File: config.mk
export PLATFORM = sky130hd
export DESIGN_NAME = mc_control
export DESIGN_NICKNAME = d
export VERILOG_FILES = /design/src/rtl/mc_control.sv
export SDC_FILE = /design/constraint.sdc
export NUM_CORES = 1
export LEC_CHECK = 0
export ABC_AREA = 1
export ABC_CLOCK_PERIOD_IN_PS = 2300
export CORE_MARGIN = 3
export CORE_UTILIZATION = 38
export CTS_CLUSTER_SIZE = 8
export DETAILED_ROUTE_END_ITERATION = 8
export HOLD_SLACK_MARGIN = 0.03
export SLEW_MARGIN = 40
export SYNTH_ARGS = -nofsm -noshare
export SYNTH_HDL_FRONTEND = slang
export SYNTH_SLANG_ARGS = --single-unit
File: constraint.sdc
create_clock -name clk -period 2.3 [get_ports clk]
set_input_delay 0.345 -clock clk [delete_from_list [all_inputs] [get_ports clk]]
set_output_delay 0.345 -clock clk [all_outputs]
set_load 0.01 [all_outputs]
File: src/rtl/mc_control.sv
// Multi-cycle control unit for a 32-bit RISC core with a unified memory port.
// The state is registered; outputs are decoded from that state so FETCH and
// MEM_WR can qualify their strobes with mem_ready in the same cycle. While
// rst is low every output is forced to 0, so a pending request drops at once.
module mc_control (
    input  logic        clk,
    input  logic        rst,
    input  logic [6:0]  opcode,
    input  logic [2:0]  funct3,
    input  logic        funct7_5,
    input  logic        alu_zero,
    input  logic        mem_ready,
    output logic        pc_write,
    output logic        pc_src,
    output logic        ir_write,
    output logic        mem_req,
    output logic        mem_we,
    output logic        addr_sel,
    output logic        reg_write,
    output logic [1:0]  alu_src_a,
    output logic [1:0]  alu_src_b,
    output logic [3:0]  alu_op,
    output logic [1:0]  result_src,
    output logic        retire,
    output logic [31:0] instret,
    output logic        trap
);

    localparam logic [6:0] OP_R      = 7'b0110011;
    localparam logic [6:0] OP_I      = 7'b0010011;
    localparam logic [6:0] OP_LOAD   = 7'b0000011;
    localparam logic [6:0] OP_STORE  = 7'b0100011;
    localparam logic [6:0] OP_BRANCH = 7'b1100011;
    localparam logic [6:0] OP_JAL    = 7'b1101111;
    localparam logic [6:0] OP_LUI    = 7'b0110111;

    localparam logic [3:0] ALU_ADD = 4'b0000;
    localparam logic [3:0] ALU_SUB = 4'b1000;

    typedef enum logic [3:0] {
        S_FETCH, S_DECODE, S_EXEC, S_ALU_WB, S_MEM_ADDR, S_MEM_RD,
        S_MEM_WB, S_MEM_WR, S_BRANCH, S_JAL, S_LUI, S_ILLEGAL
    } state_t;

    state_t      state;
    state_t      state_nxt;
    logic [31:0] instret_q;
    logic        branch_ok;
    logic        is_rtype;
    logic [3:0]  exec_op;

    // Only BEQ/BNE are implemented; other branch encodings trap.
    assign branch_ok = (funct3[2:1] == 2'b00);
    // opcode bit 5 separates R from I and store from load.
    assign is_rtype  = opcode[5];
    // Only shift-right (funct3 101) takes the funct7 bit on immediates.
    assign exec_op   = is_rtype ? {funct7_5, funct3}
                                : {funct7_5 & (funct3 == 3'b101), funct3};
    assign instret   = instret_q;

    // Next-state selection.
    always_comb begin
        state_nxt = state;
        case (state)
            S_FETCH:    if (mem_ready) state_nxt = S_DECODE;
            S_DECODE: begin
                case (opcode)
                    OP_R, OP_I:        state_nxt = S_EXEC;
                    OP_LOAD, OP_STORE: state_nxt = S_MEM_ADDR;
                    OP_BRANCH:         state_nxt = S_BRANCH;
                    OP_JAL:            state_nxt = S_JAL;
                    OP_LUI:            state_nxt = S_LUI;
                    default:           state_nxt = S_ILLEGAL;
                endcase
            end
            S_EXEC:     state_nxt = S_ALU_WB;
            S_ALU_WB:   state_nxt = S_FETCH;
            S_MEM_ADDR: state_nxt = is_rtype ? S_MEM_WR : S_MEM_RD;
            S_MEM_RD:   if (mem_ready) state_nxt = S_MEM_WB;
            S_MEM_WB:   state_nxt = S_FETCH;
            S_MEM_WR:   if (mem_ready) state_nxt = S_FETCH;
            S_BRANCH:   state_nxt = branch_ok ? S_FETCH : S_ILLEGAL;
            S_JAL:      state_nxt = S_FETCH;
            S_LUI:      state_nxt = S_FETCH;
            S_ILLEGAL:  state_nxt = S_ILLEGAL;
            default:    state_nxt = S_FETCH;
        endcase
    end

    // State register and retired-instruction counter (wraps naturally).
    always_ff @(posedge clk or negedge rst) begin
        if (!rst) begin
            state     <= S_FETCH;
            instret_q <= 32'd0;
        end else begin
            state <= state_nxt;
            if (retire) instret_q <= instret_q + 32'd1;
        end
    end

    // Control decode; everything not named for a state stays 0.
    always_comb begin
        pc_write   = 1'b0;
        pc_src     = 1'b0;
        ir_write   = 1'b0;
        mem_req    = 1'b0;
        mem_we     = 1'b0;
        addr_sel   = 1'b0;
        reg_write  = 1'b0;
        alu_src_a  = 2'b00;
        alu_src_b  = 2'b00;
        alu_op     = ALU_ADD;
        result_src = 2'b00;
        retire     = 1'b0;
        trap       = 1'b0;
        if (rst) begin
            case (state)
                S_FETCH: begin
                    mem_req   = 1'b1;
                    alu_src_b = 2'b10;
                    ir_write  = mem_ready;
                    pc_write  = mem_ready;
                end
                S_DECODE: begin
                    alu_src_a = 2'b01;
                    alu_src_b = 2'b01;
                end
                S_EXEC: begin
                    alu_src_a = 2'b10;
                    alu_src_b = is_rtype ? 2'b00 : 2'b01;
                    alu_op    = exec_op;
                end
                S_ALU_WB: begin
                    reg_write = 1'b1;
                    retire    = 1'b1;
                end
                S_MEM_ADDR: begin
                    alu_src_a = 2'b10;
                    alu_src_b = 2'b01;
                end
                S_MEM_RD: begin
                    mem_req  = 1'b1;
                    addr_sel = 1'b1;
                end
                S_MEM_WB: begin
                    reg_write  = 1'b1;
                    result_src = 2'b01;
                    retire     = 1'b1;
                end
                S_MEM_WR: begin
                    mem_req  = 1'b1;
                    mem_we   = 1'b1;
                    addr_sel = 1'b1;
                    retire   = mem_ready;
                end
                S_BRANCH: begin
                    if (branch_ok) begin
                        alu_src_a = 2'b10;
                        alu_op    = ALU_SUB;
                        pc_write  = alu_zero ^ funct3[0];
                        pc_src    = 1'b1;
                        retire    = 1'b1;
                    end
                end
                S_JAL: begin
                    pc_write   = 1'b1;
                    pc_src     = 1'b1;
                    reg_write  = 1'b1;
                    result_src = 2'b10;
                    retire     = 1'b1;
                end
                S_LUI: begin
                    reg_write  = 1'b1;
                    result_src = 2'b11;
                    retire     = 1'b1;
                end
                S_ILLEGAL: trap = 1'b1;
                default: ;
            endcase
        end
    end

endmodule

==> run metrics, run 1 <==
status finished clean; H-tree depth 2; vias in the first global route 2718; Post-DRT Antenna Nets 0; Hold Path Cell Cnt 2; Worst-Margin Slew 0.4545 ns; via count 2994; synth warn 0; syn nets 469; Fillers 736; die height 90.86 um; layout cells sized above 1 0.06792; top cells by area, synth dfrtp_1 (33%), nand2_1 (27%), inv_1 (7.8%); internal power around 1.6 mW; Total GRT Usage 0.1899; clk root buf clkbuf_8; FP Rows 30; Req. time, crit path 1.96 ns; Num Clock Sinks 36; n_diodes 0; R2R cell count 10; Mapped Area 2736 um2; clock slew at reported path FFs 0.07 ns; Core Region 6907 um2; die area 8256 um2; Setup CP Type flip-flop to primary output; antenna violations before repair 0; worst vdd ir 559.0 uV; drt pass-1 iters 5; Port Buffers 65; Initial Utilization 0.3962; CP max FO 3; Seq pwr share 0.318; Max Cap Viol 0; Skew-Pair Late Insertion Delay 0.29 ns; most common library cells after synthesis nand2_1 (198), inv_1 (57), nor2_1 (57), dfrtp_1 (36), nor3_1 (20); Setup TNS 0 ns; CP arrival 1.85 ns; Setup-failing EPs final 0; EDFF count, synth 0; WL/cell 12.41 um; register cell area after layout 904.6 um2; final WL 7.770 mm; Nets ~550; top_reg_cell synth dfrtp_1; combinational power share 0.515; Pwr Density 772.8 nW/um2; Finished Layout Cells between 600 and 700; most numerous cell in the Yosys netlist nand2_1; IO Pins 66; DRC viols 0; Distinct cells, synth 24; largest net degree at the start of global routing 45; Sw Ratio 0.4276; Pleak 1.862 nW; post-synth top area share 0.3292; multi-input logic area 1584 um2; total CTS buffers 5; Switch Pwr 1.222 mW; first-pass GRT wire length approximately 13 mm; Clock power frac 0.167; Fin. Hold Viols 0; Avg Inst Size Synth between 6 and 7 um2; Tcrit/Tclk final 0.9535; routability cong. approximately 0.94; fmax 456.0 MHz; Hold WC Path Type flip-flop to flip-flop; Yosys top cell by area dfrtp_1; Vias/cell around 4.8; Area Overhead vs Synth 35.16%; min Tclk post-route 2.193 ns; DR iter-0 viols 152; placed cells 616; grt ovf 0; asr flop ratio synth 1.000; Cells after Synth 453; Rel. slew slack 0.6967; CP Capture Type primary output; Post-DP HPWL 6.018 mm; Die X approximately 91 um; CTS tree built; Seq cells post-synth 36; post-synthesis sequential area ratio 0.3292; CP Launch Type flip-flop; skew final 0.003975 ns; clk buf depth 2; Pins Over Slew Limit 0
[critical path, cell delays in order (launching register included)]
cell and delay, ns:
dfrtp_1 0.43, nor2_2 0.15, inv_1 0.12, nor2_1 0.13, inv_1 0.09, nor2_1 0.09, clkdlybuf4s50_1 0.55
[worst paths after layout]
kind                       slack [ns]   startpoint            to
max in group asynchronous        1.13          rst   instret[16]
hold / removal                   0.53  instret[31]   instret[31]
min in group asynchronous        0.56          rst      state[2]
setup reg to reg                 0.37   instret[0]   instret[30]
setup / recovery                 0.11     state[2]  alu_src_a[0]
hold reg to reg                  0.53  instret[31]   instret[31]
[cell families after synthesis]
kind of cell	share of synthesized area
buffers and inverters	0.1043
xor gates and xnor gates	0.05121
and+or+nand+nor	0.4554
adders and majority gates	0.004572
DFF	0.3292
AOI/OAI and AO/OA	0.05533
[sequential cells by signal (all words and copies together), names as in the netlist]
| name | cells |
|---|---|
| instret | 32 |
| state | 4 |
[cell type report]
type / count / share of cell area
timing repair buffer: 76 / 0.2094
clock buffer: 8 / 0.02436
tap: 96 / 0.03248
sequential: 36 / 0.2446
multi-input combinational: 350 / 0.4283
inverter: 60 / 0.06089
[through the flow]
stage	worst slack (ns)	util	total power [mW]	hold slack [ns]	cell area (um2)
after floorplan	0.6569	-	1.740	0.04941	2736
after global placement	-0.008972	0.5118	2.338	0.2942	3535
after detailed placement	-0.03896	0.5118	2.344	0.2968	3535
after CTS	0.005988	0.5283	2.841	0.5359	3649
after global routing	-0.0004368	0.5355	3.079	0.5506	3699
final	0.1069	0.5355	2.858	0.5291	3699
[timing repair]
item	4_1_cts	5_1_grt
setup buffers	0	1
setup endpoints to repair	10	10
endpoints found under the hold margin	4	0
gates resized for setup	9	16
hold buffers	1	0
[layer usage]
metal | routed length [um] | part of all wire | GRT usage
met1 | 3409 | 0.44 | 0.2500
met5 | 0 | 0 | 0
met3 | 544 | 0.070 | 0.04167
met4 | 231 | 0.030 | 0.05151
met2 | 3584 | 0.46 | 0.3144
[placed cells by master, fill, tap and decap left out]
cell / count
nand2_1: 198
inv_1: 57
nor2_1: 53
clkdlybuf4s50_1: 52
dfrtp_1: 33
nor3_1: 20
nand3_1: 17
xor2_1: 16
o21ai_1: 11
dlymetal6s2s_1: 9
buf_4: 8
a21oi_1: 6
nand3b_1: 6
clkbuf_8: 6
nor2_4: 5
o21ai_0: 5
nor2_2: 4
inv_2: 3
dlygate4sd2_1: 3
dfrtp_2: 3
a31oi_1: 2
clkbuf_1: 2
buf_12: 2
a21oi_2: 1
nand2_4: 1
o31ai_2: 1
o21ai_2: 1
nand4_1: 1
a21o_1: 1
ha_1: 1
dlygate4sd3_1: 1
buf_2: 1
[power groups by stage]
stage                     logic (mW)  clock network, mW  registers (mW)
after global placement          1.44                  0           0.899
final                           1.47              0.477           0.909
after floorplan                0.827                  0           0.914
after global routing            1.63              0.516           0.930
after detailed placement        1.44                  0           0.900
after CTS                       1.46              0.487           0.893
Power figures use the tool's default switching activity.
==> run 2: changes to the inputs <==
--- a/config.mk
+++ b/config.mk
@@ -7,7 +7,7 @@
 export LEC_CHECK = 0
 export ABC_AREA = 1
 export ABC_CLOCK_PERIOD_IN_PS = 2300
-export CORE_MARGIN = 3
+export CORE_MARGIN = 8
 export CORE_UTILIZATION = 38
 export CTS_CLUSTER_SIZE = 8
 export DETAILED_ROUTE_END_ITERATION = 8
==> run metrics, run 2 (same netlist as run 1, synthesis figures left out) <==
status finished clean; Tcrit/Tclk final 0.9786 (+0.02506); CP max FO 4 (+1); skew final 0.006336 ns (+0.002361 ns); n_diodes 0 (unchanged); hold buffer count at cts 0 (-1); Port Buffers 65 (unchanged); Total GRT Usage 0.1599 (-0.03005); H-tree depth 2 (unchanged); RSZ-0062 raised after global routing yes; worst vdd ir 370.2 uV (-34%); Setup CP Type flip-flop to primary output; vias in the first global route 2782 (+2.4%); Post-DP HPWL 6.224 mm (+3.4%); drt pass-1 iters 4 (-1); clk root buf clkbuf_8; Worst-Margin Slew 0.4199 ns (-0.03454 ns); CP Capture Type primary output; Pwr Density 758.4 nW/um2 (-1.9%); first-pass GRT wire length 12.99 mm (+0.59%); DRC viols 0 (unchanged); clock slew at reported path FFs 0.07 ns (about the same); Initial Utilization 0.3855 (-0.01069); die height 100.9 um (+11%); Rel. slew slack 0.7171 (+0.02041); FP Rows 31 (+3.3%); layout cells sized above 1 0.07303 (+0.005109); commonest cells after routing, fill and taps aside nand2_1 (198), inv_1 (57), nor2_1 (53), clkdlybuf4s50_1 (53), dfrtp_1 (34); Core Region 7098 um2 (+2.8%); Hold WC Path Type input pin to async pin; Post-DRT Antenna Nets 0 (unchanged); WL/cell 12.26 um (-1.3%); Setup-failing EPs final 0 (unchanged); via count 2915 (-2.6%); DR iter-0 viols 138 (-9.2%); Final Worst Setup Slack 0.04929 ns (-0.05764 ns); worst reg2reg path endpoint instret[13]; grt ovf 0 (unchanged); CP Launch Type flip-flop; die area 10170 um2 (+23%); Max Cap Viol 0 (unchanged); Pins Over Slew Limit 0 (unchanged); Fin. Hold Viols 0 (unchanged); most common cell after layout, fill and taps aside nand2_1; clk buf depth 2 (unchanged); R2R cell count 11 (+1); CP arrival 1.91 ns (+0.06 ns); Die X 100.9 um (+11%); fin util 0.5197 (-0.01585); Pleak 1.837 nW (-1.3%); Req. time, crit path 1.96 ns (about the same); r2r startpoint state[0]; fmax 444.3 MHz (-2.6%); antenna violations before repair 0 (unchanged); IO Pins 66 (unchanged); max FFs per register 32 (unchanged); Nets 549 (+0.73%); Vias/cell 4.605 (-3.7%); placed cells 622 (+0.97%); Place WS 0.006049 ns (+0.04501 ns); CTS tree built; Num Clock Sinks 36 (unchanged); min Tclk post-route 2.251 ns (+0.05764 ns); Skew-Pair Late Insertion Delay 0.29 ns (about the same); Finished Layout Cells 633 (+1.1%); final WL 7.758 mm (-0.15%); total CTS buffers 5 (unchanged); largest net degree at the start of global routing 20 (-56%); worst reg2reg setup slack 0.38 ns (about the same); Area Overhead vs Synth 34.80%; routability cong. 0.9126 (-3.4%)
-- run 2: worst max-delay path by stage --
| stage | end | depth (start not counted) | startpoint | slack, ns |
|---|---|---|---|---|
| CTS | alu_op[0] | 6 | state[2] | 0.01 |
| floorplan | instret[30] | 10 | instret[0] | 0.66 |
| global route | alu_op[1] | 6 | state[3] | -0.07 |
| global placement | retire | 7 | funct3[2] | 0.02 |
| detailed placement | retire | 7 | funct3[2] | 0.006 |
| finish | alu_op[1] | 6 | state[3] | 0.05 |
-- run 2: stage by stage --
stage	setup TNS, ns	cell area (um2)	hold slack, ns	power, mW
floorplan	0	2736	0.04941	1.740
global placement	0	3536	0.3806	2.304
detailed placement	0	3536	0.3813	2.314
CTS	0	3665	0.06051	2.833
global route	-0.06609	3689	0.07545	3.038
finish	0	3689	0.06337	2.797
-- run 2: cell type report --
type / count / area (um2)
Tap cell: 99 / 123.9
Timing Repair Buffer: 80 / 770.7
Clock buffer: 8 / 90.09
Multi-Input combinational cell: 350 / 1575
Fill cell: 731 / 3410
Inverter: 60 / 225.2
Sequential cell: 36 / 903.4
-- run 2: worst max-delay path, stage by stage, from the launching register on --
cell and delay (ns):
dfrtp_2 0.44, nor2_2 0.17, inv_1 0.12, nor2_4 0.15, nand2_1 0.10, nor2_1 0.10, clkdlybuf4s50_1 0.54
-- run 2: metal layers --
metal	global-route usage	part of all wire
met1	0.1937	0.46
met2	0.2700	0.48
met3	0.03867	0.053
met4	0.05116	0.014
met5	0	0
-- run 2: timing repair --
item                                    in CTS  in global routing
pin swaps                                    1                  2
buffers inserted                             3                  0
resized for setup                           12                  9
endpoints found under the hold margin        0                  0
endpoints found under the setup margin      10                  8
-- run 2: where the power goes --
part           internal [mW]  total (mW)  leakage [nW]  switching, mW
sequential             0.756       0.900         0.487          0.144
combinational          0.608        1.43          1.30          0.822
clock                  0.244       0.468        0.0455          0.223
==> run 3: changes to the inputs <==
--- a/config.mk
+++ b/config.mk
@@ -9,9 +9,12 @@
 export ABC_CLOCK_PERIOD_IN_PS = 2300
 export CORE_MARGIN = 8
 export CORE_UTILIZATION = 38
+export CTS_BUF_LIST = sky130_fd_sc_hd__clkbuf_16
 export CTS_CLUSTER_SIZE = 8
 export DETAILED_ROUTE_END_ITERATION = 8
 export HOLD_SLACK_MARGIN = 0.03
+export REMOVE_ABC_BUFFERS = 1
+export SKIP_CTS_REPAIR_TIMING = 1
 export SLEW_MARGIN = 40
 export SYNTH_ARGS = -nofsm -noshare
 export SYNTH_HDL_FRONTEND = slang
==> run metrics, run 3 (same netlist as run 1, synthesis figures left out) <==
Nets 545 (-0.73%); CP bufs+invs 2 (unchanged); fin util 0.5334 (+0.01375); IO Pins 66 (unchanged); CP Launch Type flip-flop; Finished Layout Cells 629 (-0.63%); register cell area after layout 903.4 um2 (unchanged); CP max stage cell clkdlybuf4s50_1; combinational power share 0.469 (-0.042); grt ovf 0 (unchanged); Setup-failing EPs final 0 (unchanged); DR iter-0 viols 121 (-12%); Post-DRT Antenna Nets 0 (unchanged); Fin. Hold Viols 0 (unchanged); Clock power frac 0.246 (+0.079); H-tree depth 2 (unchanged); placed cells 618 (-0.64%); Area Overhead vs Synth 38.36%; Place WS -0.008924 ns (-0.01497 ns); CP top delay family buffers and inverters; Port Buffers 65 (unchanged); Pwr Density 839.7 nW/um2 (+11%); commonest cells after routing, fill and taps aside nand2_1 (198), inv_1 (56), clkdlybuf4s50_1 (54); vias in the first global route 2935 (+5.5%); Setup CP Type flip-flop to primary output; Skew-Pair Late Insertion Delay 0.28 ns (about the same); Most common cell on crit path nor2_1; n_diodes 0 (unchanged); Core Region 7098 um2 (unchanged); Req. time, crit path 1.96 ns (about the same); DRC viols 0 (unchanged); routability cong. 0.9455 (+3.6%); antenna violations before repair 0 (unchanged); layout cells sized above 1 0.07925 (+0.006212); multi-input logic area 1588 um2 (+0.79%); Seq pwr share 0.285 (-0.037); Initial Utilization 0.3855 (unchanged); Pleak 1.898 nW (+3.3%); largest net degree at the start of global routing 36 (+80%); via count 2941 (+0.89%); Total GRT Usage 0.1664 (+0.006521); clock slew at reported path FFs 0.06 ns (about the same); min Tclk post-route 2.201 ns (-0.04947 ns); die height 100.9 um (unchanged); FP Rows 31 (unchanged); RSZ-0062 raised after global routing no; internal power 1.902 mW (+18%); Vias/cell 4.676 (+1.5%); die area 10170 um2 (unchanged); crit path cell chain inv_1 > nor2_4 > nand2_1 > o21ai_2 > nor2_1 > nor2_1 > clkdlybuf4s50_1; first-pass GRT wire length 13.72 mm (+5.6%); slowest stage delay, CP 0.54 ns (about the same); worst reg2reg setup slack 0.45 ns (+0.07 ns); Post-DP HPWL 6.359 mm (+2.2%); Hold WC Path Type input pin to async pin; Worst-Margin Slew 0.4798 ns (+0.05986 ns); worst vdd ir 395.9 uV (+6.9%); Sw Ratio 0.4017 (-0.02348); final WL 8.085 mm (+4.2%); finished layout cell area 3786 um2 (+2.6%); Final Worst Setup Slack 0.09876 ns (+0.04947 ns); Num Clock Sinks 36 (unchanged); Max Cap Viol 0 (unchanged); drt pass-1 iters 4 (unchanged); CP Capture Type primary output; Die X 100.9 um (unchanged); Fillers 735 (+0.55%); Rel. slew slack 0.6777 (-0.03941); area post-placement 3531 um2 (-0.14%); CP arrival 1.86 ns (-0.05 ns); Tcrit/Tclk final 0.9571 (-0.02151); Switch Pwr 1.277 mW (+7.4%); fmax 454.3 MHz (+2.2%); WL/cell 12.85 um (+4.9%); clk buf depth 2 (unchanged); clk root buf clkbuf_16; total CTS buffers 5 (unchanged); most common cell after layout, fill and taps aside nand2_1; max FFs per register 32 (unchanged); Pins Over Slew Limit 0 (unchanged); Tot Pwr 3.179 mW (+14%); CTS tree built; CP max FO 6 (+2); skew final 0.01027 ns (+0.003936 ns); status finished clean
==> run 3: power by group through the flow <==
stage	logic, mW	registers [mW]	clock network, mW
after floorplan	0.731	0.914	0
after global placement	1.42	0.904	0
after detailed placement	1.42	0.904	0
after CTS	1.43	0.894	0.793
after global routing	1.65	0.928	0.824
final	1.49	0.907	0.783
==> run 3: layer usage <==
metal,routed length (um),GRT usage
met4,130,0.05000
met3,367,0.03315
met2,3711,0.2797
met1,3876,0.2081
met5,0,0
==> run 3: final cells by class <==
| class | instances | share of cell area |
|---|---|---|
| Multi-Input combinational cell | 350 | 0.4194 |
| Sequential cell | 36 | 0.2386 |
| Timing Repair Buffer | 76 | 0.2056 |
| Inverter | 60 | 0.05948 |
| Clock buffer | 5 | 0.03305 |
| Tap cell | 99 | 0.03272 |
| Clock inverter | 3 | 0.01124 |
==> run 3: through the flow <==
step                hold slack (ns)  setup TNS, ns
finish                       0.1059              0
global placement             0.4008       -0.02008
detailed placement           0.4057      -0.008924
CTS                          0.1147        -0.4982
global route                 0.1203              0
floorplan                   0.04941              0
==> run 3: path summary, 6_finish.rpt <==
path / endpoint / cells past startpoint / startpoint
max in group asynchronous: state[1] / 2 / rst
setup reg to reg: instret[9] / 11 / state[3]
setup / recovery: alu_src_a[1] / 7 / state[2]
hold / removal: instret[10] / 2 / rst
hold reg to reg: instret[31] / 2 / instret[31]
min in group clk: instret[31] / 2 / instret[31]
==> variant 1, RTL diff (config.mk and constraints of run 2) <==
The 12 states of `state_t` get a one-hot encoding in 12 bits.
--- a/src/rtl/mc_control.sv
+++ b/src/rtl/mc_control.sv
@@ -39,5 +39,5 @@
 
-    typedef enum logic [3:0] {
-        S_FETCH, S_DECODE, S_EXEC, S_ALU_WB, S_MEM_ADDR, S_MEM_RD,
-        S_MEM_WB, S_MEM_WR, S_BRANCH, S_JAL, S_LUI, S_ILLEGAL
+    typedef enum logic [11:0] {
+        S_FETCH = 12'b000000000001, S_DECODE = 12'b000000000010, S_EXEC = 12'b000000000100, S_ALU_WB = 12'b000000001000, S_MEM_ADDR = 12'b000000010000, S_MEM_RD = 12'b000000100000,
+        S_MEM_WB = 12'b000001000000, S_MEM_WR = 12'b000010000000, S_BRANCH = 12'b000100000000, S_JAL = 12'b001000000000, S_LUI = 12'b010000000000, S_ILLEGAL = 12'b100000000000
     } state_t;
Function: no difference found for any inputs over 10 cycles, from zero or initial values and one cycle with rst low; not proved beyond that.
==> variant 1 against run 2 <==
- routed wire length is 22% higher
- hold slack better by 0.057 ns
- critical endpoint is now pc_write
- design area is 17% higher
- sequential cell count is 8 higher
- non-clock buffer count stayed put
- setup slack better by 0.055 ns
- critical path type unchanged
- area after synthesis is 23% higher
Power is not compared: it rests on default switching activity, and its combinational part moved more than twofold at a synthesized area within 25%.
==> variant 1: results (changes against run 2) <==
Width of the die = 110.2 um (+9.2%)
Sequential area share after synthesis = 32.71% (-0.21 points)
Nets = 584 (+6.4%)
Invs w/o clock = 44 (-27%)
FF-to-FF End = instret[30]$_DFFE_PN0P_
Vias per inst = 4.923 (+6.9%)
End of the critical path = pc_write
Wire per inst = 14.04 um (+15%)
Worst Tran Pin Value = 0.5605 ns (+0.1406 ns)
Layout cells sized above 1 = 15.99% (+8.7 points)
Fraction of area in registers = 25.56% (+1.1 points)
CP peak stage delay = 0.44 ns (-0.10 ns)
Footprint of the multi-input gates = 2039 sq um (+29%)
Total GRT Usage = 16.19% (+0.21 points)
Number of global-route vias before repair = 3226 (+16%)
Hpwl dp = 7279 um (+17%)
Post-synth cell types = 33 (+38%)
Synth top cells by count = 196 x nand2_1, 76 x nor2_1, 44 x inv_1, 43 x dfrtp_1, 29 x nand3_2
Multi-input gates = 393 (+12%)
DR iter-0 viols = 122 (-12%)
Worst path top cell family by delay = simple AND/OR/NAND/NOR gates
Synth area leaders = dfrtp_1 32%, nand2_1 22%, nand3_2 8.6%, nor2_1 8.5%, inv_1 4.9%
CLK BUF = 6 (-2)
Sequential cells = 44 (+22%)
Post-place instance area = 4125 sq um (+17%)
Status = finished, final reports clean
Syn Nets = 508 (+8.3%)
GR Util met2 = 26.71% (-0.29 points)
Reg2reg start = state[11]$_DFFE_PN0P_
Crit path max-delay cell type = dfrtp_1
## variant 1: repair_timing
item / CTS / global route
buffers inserted: 2 / 0
endpoints found under the setup margin: 16 / 13
pin swaps: 0 / 3
hold buffers: 0 / 1
endpoints found under the hold margin: 0 / 5
resized for setup: 21 / 23
## variant 1: power by group
group,switching [uW],internal [uW]
Combinational,355,206
Sequential,31.7,809
Clock,283,356
Total,670,1370
## variant 1: kinds of logic after synthesis
kind of cell	share of synthesized area (%)
xor gates and xnor gates	3.639
DFF	32.71
and+or+nand+nor	52.77
AOI/OAI and AO/OA	2.117
adders and majority gates	0.3713
buffers and inverters	8.392
## variant 1: layer usage
layer  vias to the layer above  wire, um
met4                         0        55
li1                       1694         -
met1                      1567      4346
met3                         5       646
met2                        67      4452
met5                         -         0
## variant 1: metrics by stage
stage	cells	total power, uW	worst slack, ns
after CTS	676	2048	0.001682
after global placement	666	1392	-0.05242
after detailed placement	666	1395	-0.08565
after global routing	677	2169	-0.01386
after floorplan	492	1196	0.5200
final	677	2041	0.1045
==> variant 2, RTL diff (settings of run 2) <==
Made on the original files. Make the reset (`rst`) synchronous in one clocked block.
--- a/src/rtl/mc_control.sv
+++ b/src/rtl/mc_control.sv
@@ -90,3 +90,3 @@
     // State register and retired-instruction counter (wraps naturally).
-    always_ff @(posedge clk or negedge rst) begin
+    always_ff @(posedge clk) begin
         if (!rst) begin
Behaviour: differs if rst is asserted again (counterexample within 4 cycles, from zero or initial values and one cycle with rst low); with rst held inactive, the same outputs for 10 cycles.
==> variant 2 against run 2 <==
- power decreased by 27%
- count of clock-buffer cells in the layout is 3 lower
- first-iteration DRC count shrank 14%
- sequential power decreased by 18%
- design area shrank 1.5%
- sequential cell count unchanged
- routed wire length increased by 9.7%
- largest power group unchanged
- critical endpoint is now result_src[1]
- largest cell class unchanged
- setup slack improved by 0.047 ns
- area after synthesis fell by 0.59%
==> variant 2: results (changes against run 2) <==
Status = finished, final reports clean
Reg2reg start = instret[1]$_SDFFE_PN0P_
Critical-path maximum fanout = 27 (+23)
Worst vdd ir = 0.5299 mV (+43%)
CP peak stage delay = 0.59 ns (+0.05 ns)
Comb power = 858 uW (-40%)
Layout cells sized above 1 = 12.08% (+4.8 points)
Post-synth cell types = 31 (+29%)
Asr flop ratio synth = 0% (-100 points)
Number of global-route vias before repair = 2803 (+0.75%)
GPL Wtd Cong = 0.9157 (+0.34%)
Syn Nets = 482 (+2.8%)
Slew HR = 74.74% (+3.0 points)
Hpwl dp = 6863 um (+10%)
Wire per inst = 13.36 um (+9.0%)
Worst Reg-to-Reg Cells = 10 (-1)
Pwr/cell area = 565.5 nW/um^2 (-25%)
Largest net degree at the start of global routing = 28 (+40%)
Nets = 553 (+0.73%)
Hold WC Path Type = register to register
Post-place instance area = 3496 sq um (-1.1%)
Post-CTS Setup Bufs = 0 (-3)
Synth area leaders = dfxtp_1 26%, nand2_1 22%, nor2_1 9.2%, inv_1 7.2%, a21oi_1 5.0%
First-pass GRT wire length = 13760 um (+5.9%)
Clk. pwr = 460 uW (-2%)
Synthesized instance count = 466 (+2.9%)
Finished Layout Cells = 637 (+0.63%)
Pleak = 0.001470 uW (-20%)
DR iter-0 viols = 119 (-14%)
Sequential area share after synthesis = 26.49% (-6.4 points)
Hold Path Depth = 2
Post-CTS Resized = 5 (-7)
Internal power = 1232 uW (-23%)
# fillers = 764 (+4.5%)
Clock skew = 0.004940 ns (-0.001396 ns)
Synth top cells by count = 158 x nand2_1, 67 x nor2_1, 52 x inv_1, 36 x dfxtp_1, 27 x a21oi_1
Vias per inst = 4.766 (+3.5%)
==> variant 2: how the worst max path moves through the flow <==
stage | startpoint | endpoint | slack, ns | cells after the start
4_1_cts | state[3]$_SDFFE_PN0P_ | retire | 0.006 | 8
5_1_grt | state[3]$_SDFFE_PN0P_ | mem_req | 0.02 | 7
6_report | rst | result_src[1] | 0.1 | 5
2_1_floorplan | instret[0]$_SDFFE_PN0P_ | instret[20]$_SDFFE_PN0P_ | 0.63 | 10
3_3_place_gp | funct3[1] | retire | 0.02 | 8
3_5_place_dp | funct3[1] | retire | 0.007 | 8
==> variant 2: cell type report <==
cell class	count	area share [%]
Tap cell	99	3.409
Clock inverter	3	0.5165
Clock buffer	5	1.894
Multi-Input combinational cell	363	47.07
Sequential cell	36	20.11
Inverter	56	5.923
Timing Repair Buffer	75	21.07
==> variant 2: routing by layer <==
metal	vias up	global-route usage (%)	part of all wire [%]	wire, um
met1	1370	21.98	47	4013
met5	-	0	0	0
met4	0	5.465	1.7	141
met3	11	2.970	3.9	334
met2	55	28.12	47	4020
li1	1600	-	-	-
==> variant 2: through the flow <==
step	hold WS, ns	worst slack (ns)	util (%)
2_1_floorplan	0.5127	0.6341	-
3_3_place_gp	0.4922	0.01796	49.25
3_5_place_dp	0.4984	0.007430	49.25
4_1_cts	0.5073	0.006080	50.66
5_1_grt	0.5142	0.01639	51.19
6_report	0.5020	0.09610	51.19
==> variant 2: kinds of logic after synthesis <==
| logic type | share of synthesized area [%] |
|---|---|
| AO/OA/AOI/OAI | 11.82 |
| XOR/XNOR | 2.898 |
| adder cells (fa/ha/maj) | 0.4599 |
| buffers and inverters | 11.55 |
| flip-flops | 26.49 |
| AND/OR/NAND/NOR | 46.78 |
